==> src/rtl/gf_pkg.sv <==
// Shared GF(2^7) definitions for the inversion datapath and its checker.
// Holds the field degree, reduction polynomial, checker FSM state encoding
// and a few precomputed field constants.
package gf_pkg;

  localparam int unsigned M = 7;
  // f(x) = x^7 + x^5 + x^4 + x^3 + x^2 + x + 1, including the x^M term
  localparam logic [M:0] F_POLY = 8'b10111111;

  // x^-1 mod f: (f(x) + 1) / x
  localparam logic [M-1:0] X_INV = 7'b1011111;
  // x^7 mod f: the low M bits of f(x)
  localparam logic [M-1:0] X_M = 7'b0111111;

  typedef enum logic [1:0] {
    StIdle = 2'd0,
    StMult = 2'd1,
    StDone = 2'd2
  } state_e;

endpackage

==> src/rtl/gf_mul_step.sv <==
// One MSB-first step of a bit-serial GF(2^M) multiply.
//   i_acc : running partial product
//   i_a   : multiplicand
//   i_bit : current multiplier bit
//   o_acc : (i_acc * x mod f) ^ (i_bit ? i_a : 0)
// Purely combinational so a parallel multiplier can chain M copies.
module gf_mul_step #(
  parameter int unsigned      M      = gf_pkg::M,
  parameter logic [M:0]       F_POLY = gf_pkg::F_POLY
) (
  input  logic [M-1:0] i_acc,
  input  logic [M-1:0] i_a,
  input  logic         i_bit,
  output logic [M-1:0] o_acc
);

  logic [M:0]   w_shift;
  logic [M-1:0] w_red;

  always_comb begin
    w_shift = {i_acc, 1'b0};
    // An x^M term that falls out of the top is folded back via f(x)
    w_red   = w_shift[M] ? (w_shift[M-1:0] ^ F_POLY[M-1:0]) : w_shift[M-1:0];
    o_acc   = i_bit ? (w_red ^ i_a) : w_red;
  end

endmodule

==> config.mk <==
export PLATFORM = sky130hd
export DESIGN_NAME = gf_mul_step
export DESIGN_NICKNAME = d
export VERILOG_FILES = /design/src/rtl/gf_pkg.sv /design/src/rtl/gf_mul_step.sv
export SDC_FILE = /design/constraint.sdc
export NUM_CORES = 1
export LEC_CHECK = 0
export ABC_CLOCK_PERIOD_IN_PS = 800
export BUFFER_PORTS_ARGS = -buffer_cell sky130_fd_sc_hd__clkbuf_2
export CORE_AREA = 3 3 40 42
export DETAILED_ROUTE_END_ITERATION = 10
export DIE_AREA = 0 0 43 45
export SETUP_SLACK_MARGIN = 0.2
export SYNTH_ARGS = -nofsm -noshare
export SYNTH_HDL_FRONTEND = slang
export SYNTH_SLANG_ARGS = --single-unit
==> constraint.sdc <==
create_clock -name vclk -period 0.8
set_input_delay 0.16 -clock vclk [all_inputs]
set_output_delay 0.16 -clock vclk [all_outputs]
set_load 0.02 [all_outputs]
Word level (Yosys, flattened, before mapping)
Index checks and enable logic that the tools add are counted.
{"block": "word_totals", "register_bits": 0, "input_bits": 15, "output_inout_bits": 7, "word_cells": 4}
{"block": "op_classes", "muxes": 2, "n_bitwise": 2}
{"op": "2-to-1 mux 7 bit", "n": 1}
{"op": "XOR 7 bit", "n": 1}
{"op": "2-to-1 mux 6 bit", "n": 1}
{"op": "inverter 6 bit", "n": 1}

Depth between registers and ports, before layout
Gate-level depths: netlist of run 1.
{"block": "depth", "ltp_word": 4, "depth_mapped": 3, "depth_no_buf": 2}

Worst setup path before layout of run 1
No wires, ideal clock.
{"block": "synth_timing", "path_type": "input port to output port", "from": "input port i_acc[6]", "to": "output port o_acc[1]", "t_arrival_ps": 834, "t_required_ps": 640, "slack_ps": -194, "cell_stages": 3, "path_cell_list": "buf_6 > xor2_1 > xnor2_1"}
{"block": "synth_between", "elab_chain_len": 3}
{"element": "start, declared", "line": "gf_mul_step.sv:11", "rtl": "input logic [M-1:0] i_acc,"}
{"element": "2-to-1 mux 6 bit (*)", "line": "gf_mul_step.sv:23", "rtl": "w_red = w_shift[M] ? (w_shift[M-1:0] ^ F_POLY[M-1:0]) : w_shift[M-1:0];"}
{"element": "XOR 7 bit", "line": "gf_mul_step.sv:24", "rtl": "o_acc = i_bit ? (w_red ^ i_a) : w_red;"}
{"element": "2-to-1 mux 7 bit (*)", "line": "gf_mul_step.sv:24"}
{"element": "end, declared", "line": "gf_mul_step.sv:14", "rtl": "output logic [M-1:0] o_acc"}
Every way passes the cells marked *; elsewhere a longest branch is shown, timed or not.

Worst setup path after layout of run 1
{"block": "layout_timing", "from": "input port i_acc[6]", "to": "output port o_acc[2]"}
The elaborated chain is that of the path after synthesis.

==> results of run 1 <==
-- Yosys cell counts --
master,number
xor2_1,5
buf_6,1
nand2_1,7
xnor2_1,7
-- cell type report --
class                      instances  area, µm²  share of cell area
tap                               15       18.8              0.0364
timing repair buffer              22        214               0.415
multi-input combinational         19        283               0.549
-- what timing repair did --
item / 4_1_cts / 5_1_grt
setup buffers: 0 / 0
gates cloned: 0 / 0
gates resized for setup: 25 / 6
setup endpoints to repair: 7 / 7
pin swaps: 2 / 0
hold buffers: 0 / 0
-- cell families (layout without fill, tap and decap cells) --
kind of cell | after synthesis | after routing | share of synthesized area
buf+inv | 1 | 22 | 0.0789
simple gates | 7 | 7 | 0.184
xor+xnor | 12 | 12 | 0.737
-- layer usage --
| metal | wire length, µm | global-route usage | vias up |
|---|---|---|---|
| met3 | 132 | 0.0239 | 0 |
| li1 | - | - | 100 |
| met4 | 0 | 0 | 0 |
| met1 | 207 | 0.0779 | 79 |
| met2 | 224 | 0.111 | 22 |
| met5 | 0 | 0 | - |
-- where the power goes --
part | switching (mW) | internal [mW] | leakage, nW | total, mW
Sequential | 0 | 0 | 0 | 0
Combinational | 0.189 | 0.239 | 0.238 | 0.428
Clock | 0 | 0 | 0 | 0
-- worst max-delay path by stage --
stage	start	to	slack, ns	cells past startpoint
after global routing	i_acc[6]	o_acc[2]	-0.20	4
final	i_acc[6]	o_acc[2]	-0.15	4
after global placement	i_acc[6]	o_acc[5]	-0.30	4
after CTS	i_acc[6]	o_acc[3]	-0.16	4
after detailed placement	i_acc[6]	o_acc[1]	-0.31	4
after floorplan	i_acc[6]	o_acc[1]	-0.05	3
==> impl_metrics.json, run 1 <==
{
  "layout_common_cells": "clkbuf_2, nand2_1, xnor2_2, clkbuf_8",
  "synth_top_area_share": 0.430,
  "syn_nets": 35,
  "die_w_um": 43,
  "wirelength_um": 564,
  "worstHoldStart": "i_acc[5]",
  "violations": "setup timing",
  "final_common_cell": "clkbuf_2",
  "fin_cells": 56,
  "synth.top_cells.by_area": "xnor2_1, xor2_1, nand2_1",
  "p_per_area_nw_per_um2": 831,
  "fin_area_um2": 515,
  "gp_congestion": 0.647,
  "grt_pass1_wl_um": 931,
  "grt_pass1_vias": 213,
  "worstPathArrival_ns": 0.79,
  "slowest_delay_ns": 0.18,
  "cp-start-kind": "input pin",
  "cp_cell_sequence": "clkbuf_16 -> xor2_2 -> xnor2_2 -> clkbuf_4",
  "placed_area_um2": 362,
  "fill_cells": 130,
  "antennaDiodeCount": 0,
  "power.total_mw": 0.428,
  "cp_slowest_cell": "xor2_2",
  "die_h_um": 45,
  "min_path_cells": 3,
  "cp_top_family": "buffers and inverters",
  "placedCellCount": 56,
  "synth.distinct_cells": 4,
  "endpoint_kind": "output port",
  "vias": 201,
  "rsz0062_at_grt": "yes",
  "area_growth_pct": 261,
  "min_period_ns": 0.953,
  "hold_path_end": "o_acc[6]",
  "seq_cells": 0,
  "avgViaCountPerCell": 3.59,
  "max-cap-violations": 0,
  "antenna_found_initial": 0,
  "port_buffers": 22,
  "place_ws_ns": -0.313,
  "drv_slew": 0,
  "crit_buf_inv": 2,
  "core_area_um2": 1280,
  "worstMarginPinSlew_ns": 0.160,
  "ff_latch_area_um2": 0,
  "crit_path_max_fanout": 6,
  "run_status": "finished, violations left",
  "drtIter0Drc": 0,
  "dieArea_um2": 1940,
  "fin_hold_ws_ns": 0.655,
  "grt_max_degree": 8,
  "syn_area_um2": 143,
  "setup_viol": 6,
  "syn_avg_cell_area_um2": 7.13,
  "period_share": 1.19,
  "clock.fmax_mhz": 1050,
  "critPathKind": "in -> out",
  "rows": 13,
  "yosys_warnings": 0,
  "ant_nets": 0,
  "final.clkbuf_count": 0,
  "drtPass1Iterations": 1,
  "max_slew_margin": 0.893,
  "hold_class": "in -> out",
  "ir_drop_uv": 226,
  "yosysSeqAreaShare": 0,
  "synth_cells": 20,
  "synth_top_cell_by_area": "xnor2_1",
  "p_leak_nw": 0.238,
  "drive_above_1_share": 0.854,
  "track_usage": 0.0627,
  "num_io_pins": 22,
  "overflow": 0,
  "worst_slack_ns": -0.153,
  "nets": 58,
  "start_util": 0.111,
  "drt-wirelength-per-cell_um": 10.1,
  "setup_tns_ns": -0.706,
  "cp.required_ns": 0.64,
  "hold_viol_final": 0,
  "final_core_util": 0.401,
  "drcViolationCount": 0
}
(Power assumes the default switching activity.)
==> run 2, diff against run 1 <==
--- a/config.mk
+++ b/config.mk
@@ -6,11 +6,11 @@
 export NUM_CORES = 1
 export LEC_CHECK = 0
 export ABC_CLOCK_PERIOD_IN_PS = 800
-export BUFFER_PORTS_ARGS = -buffer_cell sky130_fd_sc_hd__clkbuf_2
 export CORE_AREA = 3 3 40 42
 export DETAILED_ROUTE_END_ITERATION = 10
 export DIE_AREA = 0 0 43 45
-export SETUP_SLACK_MARGIN = 0.2
+export DONT_BUFFER_PORTS = 1
+export SETUP_SLACK_MARGIN = 0.1
 export SYNTH_ARGS = -nofsm -noshare
 export SYNTH_HDL_FRONTEND = slang
 export SYNTH_SLANG_ARGS = --single-unit
==> impl_metrics.json, run 2 (same netlist as run 1, synthesis figures left out) <==
{
  "run_status": "completed",
  "final.clkbuf_count": 0,
  "grt_pass1_wl_um": 579,
  "cp.required_ns": 0.64,
  "wirelength_um": 414,
  "setup_tns_ns": 0,
  "die_h_um": 45,
  "area_growth_pct": 149,
  "cp_top_family": "XOR/XNOR gates",
  "die_w_um": 43,
  "cp-start-kind": "input pin",
  "worstHoldStart": "i_acc[5]",
  "hold_viol_final": 0,
  "max_slew_margin": 0.801,
  "hold_path_end": "o_acc[6]",
  "grt_pass1_vias": 133,
  "grt_max_degree": 8,
  "fin_cells": 35,
  "ff_latch_area_um2": 0,
  "rows": 13,
  "drv_slew": 0,
  "worst_slack_ns": 0.0928,
  "antennaDiodeCount": 0,
  "critPathLaunch": "i_acc[6]",
  "fin_area_um2": 355,
  "vias": 129,
  "track_usage": 0.0385,
  "crit_path_max_fanout": 6,
  "dieArea_um2": 1940,
  "slowest_delay_ns": 0.21,
  "placed_area_um2": 240,
  "critPathKind": "in -> out",
  "final_common_cell": "nand2_1",
  "fin_hold_ws_ns": 0.422,
  "rsz0062_at_grt": "yes",
  "setup_viol": 0,
  "avgViaCountPerCell": 3.69,
  "crit_buf_inv": 0,
  "period_share": 0.884,
  "cp_cell_sequence": "xor2_4 -> xnor2_4",
  "final_core_util": 0.277,
  "p_leak_nw": 0.117,
  "worstPathArrival_ns": 0.55,
  "drt-wirelength-per-cell_um": 11.8,
  "min_period_ns": 0.707,
  "p_per_area_nw_per_um2": 797,
  "crit_cells": 2,
  "antenna_found_initial": 0,
  "core_area_um2": 1280,
  "num_io_pins": 22,
  "drtIter0Drc": 0,
  "drtPass1Iterations": 1,
  "endpoint_kind": "output port",
  "max-cap-violations": 0,
  "overflow": 0,
  "clock.fmax_mhz": 1410,
  "worstMarginPinSlew_ns": 0.297,
  "nets": 37,
  "fill_cells": 137,
  "ant_nets": 0,
  "placedCellCount": 35,
  "cp_slowest_cell": "xnor2_4",
  "seq_cells": 0,
  "place_ws_ns": 0.0281,
  "min_path_cells": 1,
  "start_util": 0.111,
  "power.total_mw": 0.283,
  "port_buffers": 0,
  "gp_congestion": 0.481,
  "post_cts.repair.setup_buffers": 0,
  "layout_common_cells": "nand2_1, xor2_4, xnor2_4",
  "drive_above_1_share": 0.650,
  "drcViolationCount": 0,
  "ir_drop_uv": 162,
  "hold_class": "in -> out"
}
==> run 2: changes by cell type in the layout (fill, tap and decap cells not counted), moves of 2 or more <==
cell	before	now
clkbuf_8	5	0
xnor2_2	5	1
clkbuf_16	2	0
clkbuf_2	9	0
xor2_2	2	0
xnor2_4	1	5
xor2_4	3	5
buf_4	3	1
==> run 2: timing repair <==
item	4_1_cts	5_1_grt
endpoints found under the setup margin	5	6
hold buffers	0	0
resized for setup	10	1
pin swaps	8	8
==> run 2: worst max path at each step <==
stage | slack (ns) | end
floorplan | -0.05 | o_acc[1]
global placement | 0.03 | o_acc[2]
detailed placement | 0.03 | o_acc[2]
CTS | 0.06 | o_acc[2]
global route | 0.08 | o_acc[3]
finish | 0.09 | o_acc[4]
==> run 2: final cells by class <==
cell class	instances	area, µm²	share of cell area
repair buffers	1	7.51	0.0211
multi-input cells	19	329	0.926
well taps	15	18.8	0.0528
==> run 2: per-layer routing <==
| metal | vias up | GRT usage | wire (µm) |
|---|---|---|---|
| met4 | 0 | 0 | 0 |
| met5 | - | 0 | 0 |
| li1 | 54 | - | - |
| met2 | 14 | 0.0808 | 238 |
| met3 | 0 | 0.0159 | 91 |
| met1 | 61 | 0.0368 | 83 |
==> run 2: where the power goes <==
group	total, mW	leakage, nW	switching, mW	internal, mW
Sequential	0	0	0	0
Combinational	0.283	0.117	0.138	0.146
Clock	0	0	0	0
==> run 3, diff against run 2 <==
--- a/config.mk
+++ b/config.mk
@@ -10,7 +10,7 @@
 export DETAILED_ROUTE_END_ITERATION = 10
 export DIE_AREA = 0 0 43 45
 export DONT_BUFFER_PORTS = 1
-export SETUP_SLACK_MARGIN = 0.1
+export SETUP_SLACK_MARGIN = 0.15
 export SYNTH_ARGS = -nofsm -noshare
 export SYNTH_HDL_FRONTEND = slang
 export SYNTH_SLANG_ARGS = --single-unit
==> impl_metrics.json, run 3 (same netlist as run 1, synthesis figures left out) <==
{
  "num_io_pins": 22,
  "worstPathArrival_ns": 0.60,
  "min_period_ns": 0.758,
  "core_area_um2": 1280,
  "drt-wirelength-per-cell_um": 11.9,
  "run_status": "completed",
  "power.total_mw": 0.296,
  "gp_congestion": 0.484,
  "placed_area_um2": 248,
  "worstMarginPinSlew_ns": 0.216,
  "ir_drop_uv": 229,
  "final_core_util": 0.294,
  "hold_viol_final": 0,
  "ant_nets": 0,
  "grt_max_degree": 8,
  "drtPass1Iterations": 1,
  "layout_common_cells": "xor2_4, nand2_1, xnor2_4",
  "start_util": 0.111,
  "drtIter0Drc": 0,
  "wirelength_um": 430,
  "drv_slew": 0,
  "post_cts.repair.setup_buffers": 0,
  "critPathKind": "in -> out",
  "cp-start-kind": "input pin",
  "setup_viol": 0,
  "endpoint_kind": "output port",
  "p_leak_nw": 0.132,
  "area_growth_pct": 165,
  "drive_above_1_share": 0.762,
  "ff_latch_area_um2": 0,
  "clock.fmax_mhz": 1320,
  "seq_cells": 0,
  "port_buffers": 0,
  "crit_path_max_fanout": 1,
  "track_usage": 0.0459,
  "avgViaCountPerCell": 3.67,
  "antenna_found_initial": 0,
  "hold_path_end": "o_acc[6]",
  "grt_pass1_wl_um": 683,
  "drcViolationCount": 0,
  "antennaDiodeCount": 0,
  "rows": 13,
  "p_per_area_nw_per_um2": 783,
  "die_w_um": 43,
  "hold_class": "in -> out",
  "worstHoldStart": "i_acc[5]",
  "overflow": 0,
  "min_path_cells": 1,
  "rsz0062_at_grt": "yes",
  "place_ws_ns": 0.0206,
  "vias": 132,
  "period_share": 0.948,
  "hold_buffers": 0,
  "fin_area_um2": 378,
  "grt_pass1_vias": 155,
  "max_slew_margin": 0.856,
  "die_h_um": 45,
  "final.clkbuf_count": 0,
  "dieArea_um2": 1940,
  "nets": 38,
  "cp.required_ns": 0.64,
  "max-cap-violations": 0,
  "worst_slack_ns": 0.0416
}
[run 3: metrics by stage]
| stage | std cells | hold slack, ns | setup TNS, ns |
|---|---|---|---|
| CTS | 36 | 0.387 | 0 |
| floorplan | 20 | 0.419 | -0.274 |
| global route | 36 | 0.392 | 0 |
| detailed placement | 36 | 0.422 | 0 |
| global placement | 36 | 0.422 | 0 |
| finish | 36 | 0.389 | 0 |
[run 3: worst max-delay path: stages]
cell	delay, ns
xor2_4	0.16
xnor2_2	0.12
buf_4	0.15
[run 3: what timing repair did]
item | CTS | global route
pin swaps | 9 | 5
endpoints found under the hold margin | 0 | 0
endpoints found under the setup margin | 7 | 6
gates resized for setup | 14 | 0
[run 3: routing by layer]
layer | up-vias | routed length (µm) | global-route usage
met1 | 60 | 99 | 0.0438
li1 | 57 | - | -
met4 | 0 | 0 | 0
met5 | - | 0 | 0
met3 | 0 | 80 | 0.0120
met2 | 15 | 251 | 0.102
[run 3: layout make-up]
| cell class | count | area [µm²] |
|---|---|---|
| Tap cell | 15 | 18.8 |
| Fill cell | 133 | 907 |
| Timing Repair Buffer | 2 | 15.0 |
| Multi-Input combinational cell | 19 | 344 |
[run 3: worst max path at each step]
stage                        start       end  slack (ns)  cells past startpoint
after floorplan           i_acc[6]  o_acc[1]       -0.05                      3
after global placement    i_acc[2]  o_acc[3]        0.03                      2
after detailed placement  i_acc[2]  o_acc[3]        0.02                      2
after CTS                 i_acc[3]  o_acc[4]        0.04                      3
after global routing      i_acc[3]  o_acc[4]        0.02                      3
final                     i_acc[3]  o_acc[4]        0.04                      3
[run 3: where the power goes]
part | switching (mW) | internal [mW]
Clock | 0 | 0
Sequential | 0 | 0
Combinational | 0.138 | 0.157
Total | 0.138 | 0.157
